**src/rtl/bht_ctrl.sv**
```systemverilog
// Branch history table controller: 2-bit predictors behind one shared
// table port, arbitrating fetch lookups against buffered execute updates.
module bht_ctrl #(
   parameter int IDX_W = 4,
   parameter int CNT_W = 16
) (
   input  logic             clk,
   input  logic             reset,
   input  logic             lookup_valid,
   input  logic [IDX_W-1:0] lookup_idx,
   output logic             lookup_ready,
   output logic             pred_valid,
   output logic             pred_taken,
   input  logic             upd_valid,
   input  logic [IDX_W-1:0] upd_idx,
   input  logic             upd_taken,
   output logic             upd_ready,
   output logic             init_busy,
   output logic [CNT_W-1:0] update_count,
   output logic [CNT_W-1:0] mispredict_count
);

   localparam int DEPTH = 1 << IDX_W;

   typedef enum logic {
      INIT,
      RUN
   } state_t;

   state_t state;
   state_t state_nxt;

   logic [IDX_W-1:0] sweep;
   logic [1:0]       tbl [DEPTH];

   logic             buf_valid;
   logic [IDX_W-1:0] buf_idx;
   logic             buf_taken;

   logic       lookup_fire;
   logic       upd_fire;
   logic [1:0] cur;
   logic [1:0] nxt;
   logic       mispredict;

   // 00/01 predict taken, 10/11 predict not-taken
   function automatic logic [1:0] next_state(
      input logic [1:0] s,
      input logic       taken
   );
      logic [1:0] n;
      n = s;
      unique case ({taken, s})
         3'b1_00: n = 2'b00;
         3'b1_01: n = 2'b00;
         3'b1_10: n = 2'b11;
         3'b1_11: n = 2'b00;
         3'b0_00: n = 2'b01;
         3'b0_01: n = 2'b10;
         3'b0_10: n = 2'b10;
         3'b0_11: n = 2'b10;
         default: n = s;
      endcase
      return n;
   endfunction

   always_comb begin
      state_nxt    = state;
      init_busy    = 1'b0;
      lookup_ready = 1'b0;
      upd_ready    = 1'b0;
      unique case (state)
         INIT: begin
            init_busy = 1'b1;
            if (sweep == '1)
               state_nxt = RUN;
         end
         RUN: begin
            lookup_ready = ~buf_valid;
            upd_ready    = ~buf_valid;
         end
         default: state_nxt = INIT;
      endcase
   end

   assign lookup_fire = lookup_valid & lookup_ready;
   assign upd_fire    = upd_valid & upd_ready;
   assign cur         = tbl[buf_idx];
   assign nxt         = next_state(cur, buf_taken);
   assign mispredict  = (~cur[1]) != buf_taken;

   always_ff @(posedge clk) begin
      if (reset) begin
         state            <= INIT;
         sweep            <= '0;
         buf_valid        <= 1'b0;
         buf_idx          <= '0;
         buf_taken        <= 1'b0;
         pred_valid       <= 1'b0;
         pred_taken       <= 1'b0;
         update_count     <= '0;
         mispredict_count <= '0;
      end else begin
         state      <= state_nxt;
         pred_valid <= lookup_fire;
         if (lookup_fire)
            pred_taken <= ~tbl[lookup_idx][1];
         if (state == INIT)
            sweep <= sweep + IDX_W'(1);
         if (buf_valid) begin
            buf_valid <= 1'b0;
            if (update_count != '1)
               update_count <= update_count + CNT_W'(1);
            if (mispredict && mispredict_count != '1)
               mispredict_count <= mispredict_count + CNT_W'(1);
         end else if (upd_fire) begin
            buf_valid <= 1'b1;
            buf_idx   <= upd_idx;
            buf_taken <= upd_taken;
         end
      end
   end

   // Table storage has no reset; the INIT sweep establishes its contents
   always_ff @(posedge clk) begin
      if (!reset) begin
         if (state == INIT)
            tbl[sweep] <= 2'b00;
         else if (buf_valid)
            tbl[buf_idx] <= nxt;
      end
   end

endmodule

```
**config.mk**
```make
export PLATFORM = sky130hd
export DESIGN_NAME = bht_ctrl
export DESIGN_NICKNAME = d
export VERILOG_FILES = /design/src/rtl/bht_ctrl.sv
export SDC_FILE = /design/constraint.sdc
export NUM_CORES = 1
export LEC_CHECK = 0
export BUFFER_PORTS_ARGS = -buffer_cell sky130_fd_sc_hd__clkbuf_2
export CAP_MARGIN = 30
export CORE_MARGIN = 2
export CORE_UTILIZATION = 50
export DETAILED_ROUTE_END_ITERATION = 7
export PLACE_DENSITY = 0.72
export REMOVE_ABC_BUFFERS = 1
export SLEW_MARGIN = 10
export SYNTH_ARGS = -nofsm -noshare
export SYNTH_HDL_FRONTEND = slang
export SYNTH_SLANG_ARGS = --single-unit
```
**constraint.sdc**
```tcl
create_clock -name clk -period 3.1 [get_ports clk]
set_clock_uncertainty 0.2 [all_clocks]
set_input_delay 0.155 -clock clk [delete_from_list [all_inputs] [get_ports clk]]
set_output_delay 0.155 -clock clk [all_outputs]
set_load 0.1 [all_outputs]
```
==> results of run 1 <==
==> through the flow <==
stage          area, um2  setup slack [ns]  setup TNS (ns)
4_1_cts             4496           0.02028               0
3_5_place_dp        4200           0.06529               0
3_3_place_gp        4200            0.1392               0
5_1_grt             4499           0.01465               0
6_report            4499            0.1190               0
2_1_floorplan       3791            -1.545          -38.64
==> cell type report <==
type                    instances  area, um2
clock buffers                   9      123.9
fillers                       650       3148
multi-input cells             240       1818
inverters                       7      40.04
clock inverters                 7      71.32
flip-flops and latches         81       1943
well taps                     102      127.6
repair buffers                 63      375.4
==> per-layer routing <==
layer  vias to the layer above  global-route usage  routed length (um)
met5                         -                   0                   0
met4                         0             0.06219                  74
met3                         5             0.05696                 411
met2                        72              0.3200                3955
met1                      1377              0.2827                3712
li1                       1395                   -                   -
==> power breakdown <==
group / internal (uW) / switching, uW
logic: 36.3 / 48.9
clock network: 369 / 389
registers: 1110 / 7.60
==> how the worst min path moves through the flow <==
stage / start / endpoint / slack [ns] / cells past startpoint
final: reset / tbl[11][1]$_DFFE_PP_ / 0.22 / 4
after global routing: reset / tbl[0][1]$_DFFE_PP_ / 0.23 / 4
after CTS: reset / tbl[11][1]$_DFFE_PP_ / 0.21 / 4
after detailed placement: lookup_valid / pred_taken$_SDFFE_PP0P_ / 0.19 / 2
after global placement: lookup_valid / pred_taken$_SDFFE_PP0P_ / 0.18 / 2
after floorplan: reset / buf_taken$_SDFFE_PP0P_ / 0.02 / 1
==> state kept, by name (all words and copies together) (netlist names), named ones only <==
signal            count
tbl                  32
mispredict_count     16
update_count         16
buf_idx               4
sweep                 4
buf_taken             1
buf_valid             1
pred_taken            1
pred_valid            1
state                 1
==> placed cells by master, fill, tap and decap left out, drive strengths merged, types with 4 or more instances in the layout <==
master,Yosys,routed
a31oi,5,5
mux2i,5,5
a21oi,17,17
xor2,8,8
and4,5,5
inv,6,6
dlygate4sd3,0,10
nor4,8,8
mux2,11,11
or4,5,5
nand2,22,22
clkbuf,13,58
nor2b,12,12
nand4,10,10
dfxtp,49,49
xnor2,7,7
nand3,17,17
edfxtp,32,32
mux4,15,15
nor2,55,55
and3,4,4
buf,7,4
o31ai,6,6
==> cells by family (layout without fill, tap and decap cells) <==
group	after synthesis	after routing	share of synthesized area
simple gates	152	152	0.2088
flops	81	81	0.4970
compound gates	39	39	0.06276
mux	31	31	0.1435
buf+inv	27	86	0.04003
xor+xnor	15	15	0.03843
fa+ha+maj	3	3	0.009607
==> worst reg2reg max path: cells and delay by family, from the launching register on <==
kind	cells	cell delay [ns]
AND/OR/NAND/NOR	1	0.71
XOR/XNOR	1	0.30
flip-flops	1	0.40
multiplexers	2	1.12
AO/OA/AOI/OAI	1	0.17
==> what timing repair did <==
| item | in CTS | in global routing |
|---|---|---|
| resized for setup | 0 | 2 |
| setup endpoints to repair | 0 | 44 |
| hold endpoints to repair | 11 | 0 |
| hold buffers | 10 | 0 |
| setup buffers | 0 | 0 |
==> metrics, run 1 <==
Final Hold Fails=0; vias in the first global route=2,770; actual slew at the worst max-slew pin=0.7501 ns; Critical Path End Type=flip-flop; Residual DRC=0; fin. max-slew vios=0; Levels on crit path=5; Synth Cell Area=3907 um2; port buffer count=49; Ant. Diodes=0; largest cells by area after synthesis=dfxtp_1 (25%), edfxtp_1 (25%), mux4_2 (6.3%); layout cells sized above 1=0.2604; # rows=32; CP max stage cell=or4_2; Max Cap Viol=0; largest net degree at the start of global routing=56; Finished Core Util=0.5884; depth of the worst register-to-register path=5; crit-path max cell delay=0.70 ns; DIE WIDTH=92.40 um; CTS sink count=81; vias per cell=5.597; Mapped Cells=348; WL/cell=16.02 um; 1st-pass router iterations=4; pwr dens=435.1 nW/um2; first-pass GRT wire length=13.64 mm; Worst setup SP type=flip-flop; Tot Pwr=1958 uW; hpwl dp=5.815 mm; Routed WL=8.152 mm; crit path capture=mispredict_count[12]$_SDFFE_PP0P_; initial antenna violation count=0; DRT iter0 DRCs=174; Max Fclk=335.5 MHz; die area=8538 um2; leading area contributor after synthesis=dfxtp_1; CP Class=reg -> reg; crit share post-route=0.9616; CTS root buf=clkbuf_8; All-Layer GR Usage=0.2060; YS warnings=0; GR Overflow Total=0; Worst Path Arrival=3.06 ns; NumNets Final=418; unique cell type count in the Yosys netlist=47; cells along the critical path=mux4_1 > mux4_2 > xnor2_4 > or4_2 > a21oi_1; Num CTS Buffers=9; crit-path max FO=24; Final ANT Viol Nets=0; initial core utilization=0.5110; Final Non-Filler Cells=509; Reg-to-Reg End=mispredict_count[12]$_SDFFE_PP0P_; Top Ports=50; placed cells=483; CP required=3.18 ns; total core area=7647 um2; syn_area_per_cell=11.23 um2; sequential share of the synthesized area=0.4970; Max IR drop VDD=0.0002133 V; CP top delay family=multiplexers; share of the synthesized area in the top cell type=0.2510; Synth Register Bits=81; asr flop ratio synth=0; clock latency on the worst-skew pair=0.35 ns; top cells by count, synth=nor2_1 (55), dfxtp_1 (49), edfxtp_1 (32); Leak Pwr=0.001595 uW; CTS max path bufs=2; most common cell in the synthesized netlist=nor2_1; post-route minimum period=2.981 ns; Buffers & Inverters on Critical Path=0; Die H=92.40 um; via count=2,849; number of synthesized flops with an enable pin=32; R2R Setup Slk=0.12 ns; RSZ-0062 raised after global routing=false; clock transition at the registers of the reported paths=0.08 ns; worst hold slack=0.2151 ns; outcome=complete, no violations; Final Setup Violations=0; Post-synth top flop=dfxtp_1; Max-slew headroom=0.4981; CTS tree=built; gpl congestion=0.7803; P&R area growth vs syn=15.15%; HP Class=in -> reg; H-tree depth=3
Note: power is estimated with default switching activity, not from simulation.
==> run 2: changes to the inputs <==
--- a/config.mk
+++ b/config.mk
@@ -7,11 +7,14 @@
 export LEC_CHECK = 0
 export BUFFER_PORTS_ARGS = -buffer_cell sky130_fd_sc_hd__clkbuf_2
 export CAP_MARGIN = 30
+export CELL_PAD_IN_SITES_DETAIL_PLACEMENT = 0
+export CELL_PAD_IN_SITES_GLOBAL_PLACEMENT = 1
 export CORE_MARGIN = 2
-export CORE_UTILIZATION = 50
+export CORE_UTILIZATION = 41
 export DETAILED_ROUTE_END_ITERATION = 7
-export PLACE_DENSITY = 0.72
+export PLACE_DENSITY = 0.74
 export REMOVE_ABC_BUFFERS = 1
+export SKIP_LAST_GASP = 1
 export SLEW_MARGIN = 10
 export SYNTH_ARGS = -nofsm -noshare
 export SYNTH_HDL_FRONTEND = slang
==> metrics, run 2 (same netlist as run 1, synthesis figures left out) <==
crit share post-route=0.9625; GR Overflow Total=0; clock transition at the registers of the reported paths=0.09 ns; CP Class=reg -> reg; crit-path max FO=12; max FFs per register=32; WL/cell=16.08 um; layout cells sized above 1=0.2634; Die H=101.6 um; Leak Pwr=0.001630 uW; P&R area growth vs syn=17.10%; Max Cap Viol=0; fill count=869; Reg with most FFs=tbl; most common cell after layout, fill and taps aside=nor2_1; vias per cell=5.312; CTS sink count=81; hpwl dp=6.043 mm; actual slew at the worst max-slew pin=0.6498 ns; RSZ-0062 raised after global routing=false; Ant. Diodes=0; port buffer count=49; crit-path max cell delay=0.67 ns; total negative slack=0 ns; post-route cell area=4576 um2; clock latency on the worst-skew pair=0.34 ns; fin. max-slew vios=0; post-route minimum period=2.984 ns; largest net degree at the start of global routing=58; # rows=35; Max-slew headroom=0.5646; CP max stage cell=or4_2; gpl congestion=0.8130; top routing layer in use=met4; Num CTS Buffers=9; WL met3=299 um; Worst Path Arrival=3.05 ns; HP Class=in -> reg; Max Fclk=335.1 MHz; pwr dens=444.1 nW/um2; CTS max path bufs=2; CP required=3.16 ns; DIE WIDTH=101.6 um; H-tree depth=3; initial antenna violation count=0; CTS tree=built; NumNets Final=421; 1st-pass router iterations=4; Routed WL=8.667 mm; Post-Place Setup Slack=0.02748 ns; first-pass GRT wire length=13.69 mm; vias in the first global route=2,679; initial core utilization=0.4229; top flop regs=tbl x32, mispredict_count x16, update_count x16; Worst setup SP type=flip-flop; die area=10,330 um2; CTS root buf=clkbuf_8; cells along the critical path=mux4_1 > mux4_2 > xnor2_4 > or4_2 > a21oi_1; All-Layer GR Usage=0.1723; final worst slack=0.1162 ns; Final Setup Violations=0; most frequent cells in the layout=nor2_1 (55), clkbuf_2 (49), dfxtp_1 (48); Critical Path End Type=flip-flop; Top Ports=50; Max IR drop VDD=0.0001790 V; Placed Area=4249 um2; DR WL met2=4.068 mm; Residual DRC=0; DRT iter0 DRCs=86; Final Hold Fails=0; outcome=complete, no violations; met1 WL=4.196 mm; total core area=9240 um2; Final ANT Viol Nets=0; via count=2,863
## run 2: changes by cell type in the layout (fill, tap and decap cells not counted), sizes merged
cell,previous run,this run
clkbuf,58,60
clkinvlp,3,2
dlygate4sd3,10,9
buf,4,7
xnor2,7,8
clkinv,3,1
bufinv,2,3
## run 2: final cells by class
cell class	instances	area [um2]	share of cell area
inverter	7	40.04	0.008750
multi-input combinational	241	1832	0.4003
clock buffer	11	131.4	0.02871
clock inverter	5	80.08	0.01750
timing repair buffer	65	387.9	0.08477
tap	129	161.4	0.03527
sequential	81	1943	0.4247
## run 2: path summary, 6_finish.rpt
check / from / endpoint / slack [ns] / cells after the start
worst max-delay path: flip-flop / mispredict_count[6]$_SDFFE_PP0P_ / 0.12 / 5
worst max register to register: flip-flop / mispredict_count[6]$_SDFFE_PP0P_ / 0.12 / 5
worst min-delay path: reset / pred_valid$_SDFF_PP0_ / 0.21 / 3
worst min register to register: buf_taken$_SDFFE_PP0P_ / buf_taken$_SDFFE_PP0P_ / 0.28 / 2
## run 2: metal layers
layer	GRT usage	vias up
li1	-	1411
met1	0.2477	1385
met2	0.2601	59
met3	0.03037	8
met4	0.06445	0
met5	0	-
## run 2: repair_timing
item / 4_1_cts / 5_1_grt
pin swaps: 1 / 1
gates cloned: 0 / 1
gates resized for setup: 1 / 0
endpoints found under the hold margin: 11 / 0
hold buffers: 9 / 0
setup buffers: 0 / 0
setup endpoints to repair: 1 / 2
## run 2: power by group
part | leakage [uW] | internal [uW] | total [uW] | switching [uW]
Sequential | 0.000693 | 1110 | 1110 | 7.35
Combinational | 0.000837 | 37.4 | 91.0 | 53.6
Clock | 0.0000995 | 453 | 827 | 374
## run 2: critical path, delay by kind of cell (launching register included)
| family | cells | cell delay (ns) |
|---|---|---|
| AO/OA/AOI/OAI | 1 | 0.17 |
| XOR/XNOR | 1 | 0.25 |
| AND/OR/NAND/NOR | 1 | 0.67 |
| multiplexers | 2 | 1.19 |
| flip-flops | 1 | 0.41 |
## run 2: stage by stage
| stage | instances | hold WS, ns | power, uW | util |
|---|---|---|---|---|
| after global routing | 539 | 0.2400 | 2106 | 0.4952 |
| after CTS | 537 | 0.2055 | 2045 | 0.4926 |
| after floorplan | 328 | 0.02407 | 1181 | - |
| after global placement | 512 | 0.1845 | 1218 | 0.4599 |
| after detailed placement | 512 | 0.1887 | 1221 | 0.4599 |
| final | 539 | 0.2123 | 2032 | 0.4952 |
==> run 3: changes to the inputs <==
--- a/config.mk
+++ b/config.mk
@@ -5,15 +5,17 @@
 export SDC_FILE = /design/constraint.sdc
 export NUM_CORES = 1
 export LEC_CHECK = 0
+export ABC_AREA = 1
 export BUFFER_PORTS_ARGS = -buffer_cell sky130_fd_sc_hd__clkbuf_2
 export CAP_MARGIN = 30
 export CELL_PAD_IN_SITES_DETAIL_PLACEMENT = 0
 export CELL_PAD_IN_SITES_GLOBAL_PLACEMENT = 1
 export CORE_MARGIN = 2
-export CORE_UTILIZATION = 41
+export CORE_UTILIZATION = 38
 export DETAILED_ROUTE_END_ITERATION = 7
 export PLACE_DENSITY = 0.74
 export REMOVE_ABC_BUFFERS = 1
+export SETUP_SLACK_MARGIN = 0.15
 export SKIP_LAST_GASP = 1
 export SLEW_MARGIN = 10
 export SYNTH_ARGS = -nofsm -noshare
==> metrics, run 3 <==
outcome=complete, no violations; final worst slack=0.6697 ns; Reg with most FFs=tbl; worst hold slack=0.09983 ns; CP max stage cell=dfxtp_1; Clk pwr share=0.399; All-Layer GR Usage=0.1781; CTS max path bufs=2; CP Class=reg -> reg; RSZ-0062 raised after global routing=false; port buffer count=49; Min-Delay Path Depth=5; Psw=482.5 uW; Leak Pwr=0.001915 uW; initial core utilization=0.3881; Top Ports=50; H-tree depth=3; depth of the worst register-to-register path=11; crit-path max FO=14; top cells by count, synth=nand2_1 (101), nor2_1 (86), inv_1 (77); actual slew at the worst max-slew pin=0.5611 ns; HP Class=in -> reg; CP top delay family=simple AND/OR/NAND/NOR gates; max FFs per register=32; DRT iter0 DRCs=176; syn_area_per_cell=7.627 um2; Final Hold Fails=0; fin. max-slew vios=0; register share of total power=0.555; CTS sink count=81; hold path endpoint=pred_taken$_SDFFE_PP0P_; Mapped Cells=523; Final Non-Filler Cells=725; R2R Path Start=mispredict_count[0]$_SDFFE_PP0P_; Worst setup SP type=flip-flop; sequential share of the synthesized area=0.4868; die area=11,330 um2; Placed Area=4345 um2; Synth Register Bits=81; Final ANT Viol Nets=0; cell mode on critical path=nand3_1; crit share post-route=0.7840; clock transition at the registers of the reported paths=0.09 ns; CP required=3.16 ns; Routed WL=9.505 mm; crit-path max cell delay=0.40 ns; Critical Path End Type=flip-flop; share of the synthesized area in the top cell type=0.2459; internal power=1517 uW; # rows=37; top flop regs=tbl x32, mispredict_count x16, update_count x16; largest cells by area after synthesis=dfxtp_1 (25%), edfxtp_1 (24%), nand2_1 (9.5%); CTS tree=built; Max IR drop VDD=0.0001745 V; DIE WIDTH=106.5 um; via count=3,486; pwr dens=429.4 nW/um2; most common cell after layout, fill and taps aside=nand2_1; Ant. Diodes=0; Reg-to-Reg End=mispredict_count[5]$_SDFFE_PP0P_; GR Overflow Total=0; Sw Ratio=0.2413; first-pass GRT wire length=16.08 mm; Logic pwr share=0.046; post-route minimum period=2.430 ns; Post-Place Setup Slack=0.6881 ns; P&R area growth vs syn=16.75%; initial antenna violation count=0; 1st-pass router iterations=5; cells along the critical path=ha_1 > nand4_1 > nor2_1 > nand3_1 > nor3_2 > nand3_1 > buf_4 > nand3_1 > nand2_1 > nand2_1 > nor2_1; total core area=10,280 um2; most common cell in the synthesized netlist=nand2_1; post-CTS sizing=0; Final Setup Violations=0; Residual DRC=0; YS warnings=0; placed cells=698; post-route cell area=4657 um2; R2R Setup Slk=0.67 ns; largest net degree at the start of global routing=32; Post-synth top flop=dfxtp_1; gpl congestion=0.7851; Buffers & Inverters on Critical Path=1; most frequent cells in the layout=nand2_1 (101), nor2_1 (86), inv_1 (77); Hold Startpoint=lookup_idx[2]; Synth Cell Area=3989 um2; vias per cell=4.808; WL/cell=13.11 um; Num CTS Buffers=9; Max Fclk=411.5 MHz; layout cells sized above 1=0.1409; Tot Pwr=2000 uW; Die H=106.5 um; unique cell type count in the Yosys netlist=30; post-CTS setup buffers=0; vias in the first global route=3,325; clock latency on the worst-skew pair=0.36 ns; Max-slew headroom=0.6246; asr flop ratio synth=0; NumNets Final=600; Worst Path Arrival=2.49 ns; CTS root buf=clkbuf_8; leading area contributor after synthesis=dfxtp_1; Max Cap Viol=0; CTS Hold Bufs=11; hpwl dp=6.846 mm; number of synthesized flops with an enable pin=32
[run 3: worst reg2reg max path: cells and delay by family (launching register included)]
kind | cells | cell delay (ns)
buffers and inverters | 1 | 0.32
adder cells (fa/ha/maj) | 1 | 0.23
AND/OR/NAND/NOR | 9 | 1.19
flip-flops | 1 | 0.40
[run 3: power by group through the flow]
stage                     registers, uW  logic (uW)  clock network (uW)
final                              1110        92.2                 797
after global routing               1110         106                 865
after CTS                          1110        93.2                 819
after detailed placement           1130        84.2                   0
after global placement             1130        83.3                   0
after floorplan                    1130        50.1                   0
[run 3: layout make-up]
| type | count | area [um2] |
|---|---|---|
| Sequential cell | 81 | 1942 |
| Timing Repair Buffer | 67 | 407.9 |
| Multi-Input combinational cell | 347 | 1640 |
| Clock inverter | 7 | 77.57 |
| Clock buffer | 9 | 123.9 |
| Fill cell | 1065 | 5620 |
| Inverter | 78 | 295.3 |
| Tap cell | 136 | 170.2 |
[run 3: through the flow]
stage / setup TNS, ns / util
floorplan: -73.72 / -
global placement: 0 / 0.4228
detailed placement: 0 / 0.4228
CTS: 0 / 0.4531
global route: 0 / 0.4531
finish: 0 / 0.4531
[run 3: logic make-up (layout without fill, tap and decap cells)]
logic type,after synthesis,count (layout),share of synthesized area
DFF,81,81,0.4868
xor gates and xnor gates,2,2,0.004392
buffers and inverters,95,161,0.1019
adders and majority gates,3,3,0.009411
and+or+nand+nor,274,274,0.3027
AOI/OAI and AO/OA,68,68,0.09473
[run 3: worst max-delay path by stage]
stage                     cells past startpoint                          endpoint                             start  slack [ns]
after floorplan                               5            buf_taken$_SDFFE_PP0P_                  state$_SDFF_PP0_       -1.78
after global placement                       11  mispredict_count[5]$_SDFFE_PP0P_  mispredict_count[0]$_SDFFE_PP0P_        0.73
after detailed placement                     11  mispredict_count[5]$_SDFFE_PP0P_  mispredict_count[0]$_SDFFE_PP0P_        0.69
after CTS                                    11  mispredict_count[5]$_SDFFE_PP0P_  mispredict_count[0]$_SDFFE_PP0P_        0.66
after global routing                         11  mispredict_count[5]$_SDFFE_PP0P_  mispredict_count[0]$_SDFFE_PP0P_        0.38
final                                        11  mispredict_count[5]$_SDFFE_PP0P_  mispredict_count[0]$_SDFFE_PP0P_        0.67
[run 3: per-layer routing]
layer	vias to the layer above	global-route usage	part of all wire
li1	1836	-	-
met1	1601	0.2316	0.48
met2	40	0.2976	0.48
met3	9	0.03372	0.028
met4	0	0.06030	0.014
met5	-	0	0
